===== src/rtl/pe_seq_ctrl.sv =====
// pe_seq_ctrl: sequences one PE MAC job (clear, stream operands, drain pipeline, return result)
module pe_seq_ctrl #(
    parameter int W_IN   = 8,
    parameter int W_LEN  = 10,
    parameter int PE_LAT = 4
) (
    input  logic             clk,
    input  logic             rst_n,
    input  logic             start,
    input  logic [W_LEN-1:0] cfg_len,
    input  logic             cfg_relu,
    output logic             busy,
    input  logic             in_valid,
    output logic             in_ready,
    input  logic [W_IN-1:0]  in_a,
    input  logic [W_IN-1:0]  in_b,
    output logic             pe_en,
    output logic             pe_mode_sel,
    output logic             pe_reg_reset,
    output logic [W_IN-1:0]  pe_a_mul,
    output logic [W_IN-1:0]  pe_b_mul,
    input  logic [W_IN-1:0]  pe_results,
    output logic             out_valid,
    input  logic             out_ready,
    output logic [W_IN-1:0]  out_data
);
    typedef enum logic [2:0] {IDLE, CLR, RUN, DRAIN, OUT} state_t;
    localparam logic [W_LEN-1:0] LAT_LAST = W_LEN'(PE_LAT - 1);
    state_t state, state_nx;
    logic [W_LEN-1:0] len_q, cnt;
    logic relu_q;
    logic last_beat, last_drain;
    assign last_beat  = cnt == len_q - 1'b1;
    assign last_drain = cnt == LAT_LAST;
    // state register
    always_ff @(posedge clk) begin
        if (!rst_n) state <= IDLE;
        else        state <= state_nx;
    end
    // next-state logic
    always_comb begin
        state_nx = state;
        case (state)
            IDLE:    state_nx = start ? CLR : IDLE;
            CLR:     state_nx = (len_q != '0) ? RUN : OUT;
            RUN:     state_nx = (pe_en && last_beat) ? DRAIN : RUN;
            DRAIN:   state_nx = last_drain ? OUT : DRAIN;
            OUT:     state_nx = out_ready ? IDLE : OUT;
            default: state_nx = IDLE;
        endcase
    end
    // control outputs; operands pass straight through and only matter while pe_en is high
    always_comb begin
        busy         = state != IDLE;
        in_ready     = state == RUN;
        pe_en        = in_ready & in_valid;
        pe_reg_reset = state == CLR;
        out_valid    = state == OUT;
        pe_mode_sel  = relu_q;
        pe_a_mul     = in_a;
        pe_b_mul     = in_b;
    end
    // job config, beat/drain counter and result capture
    always_ff @(posedge clk) begin
        if (!rst_n) begin
            len_q    <= '0;
            relu_q   <= 1'b0;
            cnt      <= '0;
            out_data <= '0;
        end else begin
            if (state == IDLE && start) begin
                len_q  <= cfg_len;
                relu_q <= cfg_relu;
            end
            if (state == CLR && len_q == '0) out_data <= '0;
            if (pe_en) cnt <= last_beat ? '0 : cnt + 1'b1;
            if (state == DRAIN) begin
                cnt <= last_drain ? '0 : cnt + 1'b1;
                if (last_drain) out_data <= pe_results;
            end
        end
    end
endmodule


===== config.mk =====
export PLATFORM = sky130hd
export DESIGN_NAME = pe_seq_ctrl
export DESIGN_NICKNAME = d
export VERILOG_FILES = /design/src/rtl/pe_seq_ctrl.sv
export SDC_FILE = /design/constraint.sdc
export NUM_CORES = 1
export LEC_CHECK = 0
export CAP_MARGIN = 5
export CORE_MARGIN = 4
export CORE_UTILIZATION = 45
export CTS_CLUSTER_SIZE = 16
export DETAILED_ROUTE_END_ITERATION = 16
export PLACE_DENSITY = 0.81
export RECOVER_POWER = 25
export SYNTH_ARGS = -nofsm -noshare
export SYNTH_HDL_FRONTEND = slang
export SYNTH_SLANG_ARGS = --single-unit

===== constraint.sdc =====
create_clock -name clk -period 3.4 [get_ports clk]
set_input_delay 0.34 -clock clk [delete_from_list [all_inputs] [get_ports clk]]
set_output_delay 0.34 -clock clk [all_outputs]
set_load 0.01 [all_outputs]

==> flow_summary.ini <==
[logic_synthesis]
async_flop_share_pct = 0
synth-edff-count = 0
synth_fp_nets = 277
synth-main-ff-cell = dfxtp_1
synth_area_per_cell_um2 = 8.25
ys_warn_count = 0
synth_top_area_cell = dfxtp_1
synth-seq-cells = 32
ys_seq_area_share_pct = 33.2
synth_top_area_share_pct = 33.2
syn_area_um2 = 1930
synthTopCellsByArea = dfxtp_1 33%, buf_4 6.2%, xor2_1 5.9%
ys_types = 47
syn_inst = 234

[cells_and_area]
layout_common_cells = 37 x clkdlybuf4s50_1, 32 x dfxtp_1, 30 x nand2_1
area_growth_syn_to_layout_pct = 18.4
final_common_cell = clkdlybuf4s50_1
diodes = 0
final_layout_size_suffix_gt1_share_pct = 5.98
stdcell_count = 301
final_nets = 294

[setup_path]
arrival_ns = 2.65
worstSetupStartpointType = register
path_cells = inv_1 > ha_1 > nand2b_1 > o211a_1 > o31a_1 > a2111oi_4 > a31oi_2 > o21ai_4 > nor2_1
end_kind = register
cp_slowest_stage_delay_ns = 0.47
required_ns = 3.57
cp_slowest_cell = dfxtp_1
path_delay_family = compound AO/OA/AOI/OAI gates
critPathBufInv = 1
critPathLaunch = len_q[0]
critPathKind = register to register
cp_max_fo = 8
reg2reg_from = len_q[0]

[grt]
grt_pass1_wl_mm = 7.07
grt_pass1_vias = 1549
antenna_found_initial = 0
overflow = 0
grt_use_total_pct = 16.7
grt_max_degree = 29

[route]
drt-initial-drc-count = 70
drc = 0
first_pass_iters = 4
final_antenna_net_count = 0
post_drt_wl_per_cell_um = 14.0
totalWireLength_mm = 4.23
via_per_inst = 5.46
route.vias.total = 1643

[sta]
hold_viol = 0
fin_worst_skew_ns = 0.00363
worst_pin_slew_ns = 0.884
rsz0062_at_grt = false
drv_slew = 0
final.setup.tns_ns = 0
layout_min_cycle_time_ns = 2.48
fin_ws_ns = 0.920
setup_viol = 0
period_share_pct = 72.9
maxSlewHeadroom_pct = 40.9
max_freq_ghz = 0.403

[clocking]
clock_sinks = 32
cts_made_buffers = 5
post_cts_resized = 0
cts_root_buf = clkbuf_8
cts_post_setup_buffers_inserted = 0
ctsHoldBuffers = 0
htree_levels = 2
clk_latency_ns = 0.28
clk_path_buf_depth = 2
cts_tree = yes
clk_pin_slew_ns = 0.06

[placement]
place_inst = 294
dpl.hpwl_mm = 3.18
numPortBuffers = 37
gp_congestion = 0.880
dp_slack_ns = 0.936

[power]
vdd_ir_drop_max_mv = 0.282
power_density_nw_per_um2 = 394
leakagePower_nw = 0.814
total_power_mw = 0.901

[die]
initial_core_util_pct = 47.2
fp.coreArea_um2 = 4090
die_h_um = 73.5
rows = 23
fp.dieArea_um2 = 5400
pin_count = 70
dieWidth_um = 73.5

[status]
status = finished clean

[worst_hold_path]
hold_class = register to register
holdCritStartpoint = pe_mode_sel

[job]
maxCapViolCount = 0
==> worst paths after layout <==
path	to	slack (ns)	cells past startpoint
worst min-delay path	pe_mode_sel	0.48	2
worst min register to register	pe_mode_sel	0.48	2
worst max register to register	cnt[4]	0.92	9
worst max-delay path	cnt[4]	0.92	9
==> per-layer routing <==
metal / global-route usage [%] / vias to the layer above / part of all wire (%)
met5: 0 / - / 0
met4: 6.04 / 0 / 0.99
met3: 5.20 / 6 / 6.4
met2: 25.1 / 49 / 45
met1: 22.5 / 761 / 48
li1: - / 827 / -
==> cells in the mapped netlist, types with 2 or more instances <==
library cell,number
dfxtp_1,32
nand2_1,30
buf_4,16
nor2b_1,13
xor2_1,13
clkbuf_1,12
a21boi_0,11
nor2_1,11
nand3_1,9
a22oi_1,8
a21oi_1,6
nand2b_1,6
inv_1,5
o21ai_0,5
xnor2_1,5
nand4_1,4
nor3_1,4
nor4_1,4
and2_1,3
and3_1,3
ha_1,3
nand3b_1,3
a21boi_1,2
a31oi_1,2
nor3b_1,2
==> logic make-up (layout without fill, tap and decap cells) <==
logic type	count (synthesis)	in the layout	synth area share [%]
and+or+nand+nor	97	97	26.4
AOI/OAI and AO/OA	50	50	20.5
buffers and inverters	34	51	9.79
DFF	32	32	33.2
xor gates and xnor gates	18	18	8.17
adders and majority gates	3	3	1.94
==> state kept, by name (all words and copies together), names as in the netlist <==
name and count:
pe_mode_sel 1, len_q 10, out_data 8, state 3, cnt 10
==> through the flow <==
step / hold WS [ns] / instance area [um^2] / util, %
after detailed placement: 0.481 / 2210 / 54.0
after global placement: 0.458 / 2210 / 54.0
after global routing: 0.501 / 2290 / 55.9
after floorplan: 0.470 / 1930 / -
after CTS: 0.489 / 2290 / 55.9
final: 0.482 / 2290 / 55.9
==> where the power goes <==
part | internal (mW) | leakage, nW | switching, mW
Combinational | 0.105 | 0.514 | 0.109
Sequential | 0.391 | 0.260 | 0.0278
Clock | 0.139 | 0.0410 | 0.129
==> worst reg2reg max path: cells and delay by family, from the launching register on <==
family | cells | cell delay [ns]
adder cells (fa/ha/maj) | 1 | 0.31
flip-flops | 1 | 0.47
buffers and inverters | 1 | 0.10
AO/OA/AOI/OAI | 5 | 1.22
AND/OR/NAND/NOR | 2 | 0.27
==> area by class of cell <==
type / count / area [um^2]
Sequential cell: 32 / 641
Fill cell: 381 / 1800
Tap cell: 50 / 62.6
Timing Repair Buffer: 39 / 385
Inverter: 5 / 18.8
Clock inverter: 1 / 5.00
Multi-Input combinational cell: 168 / 1100
Clock buffer: 6 / 72.6
Power figures use the tool's default switching activity.
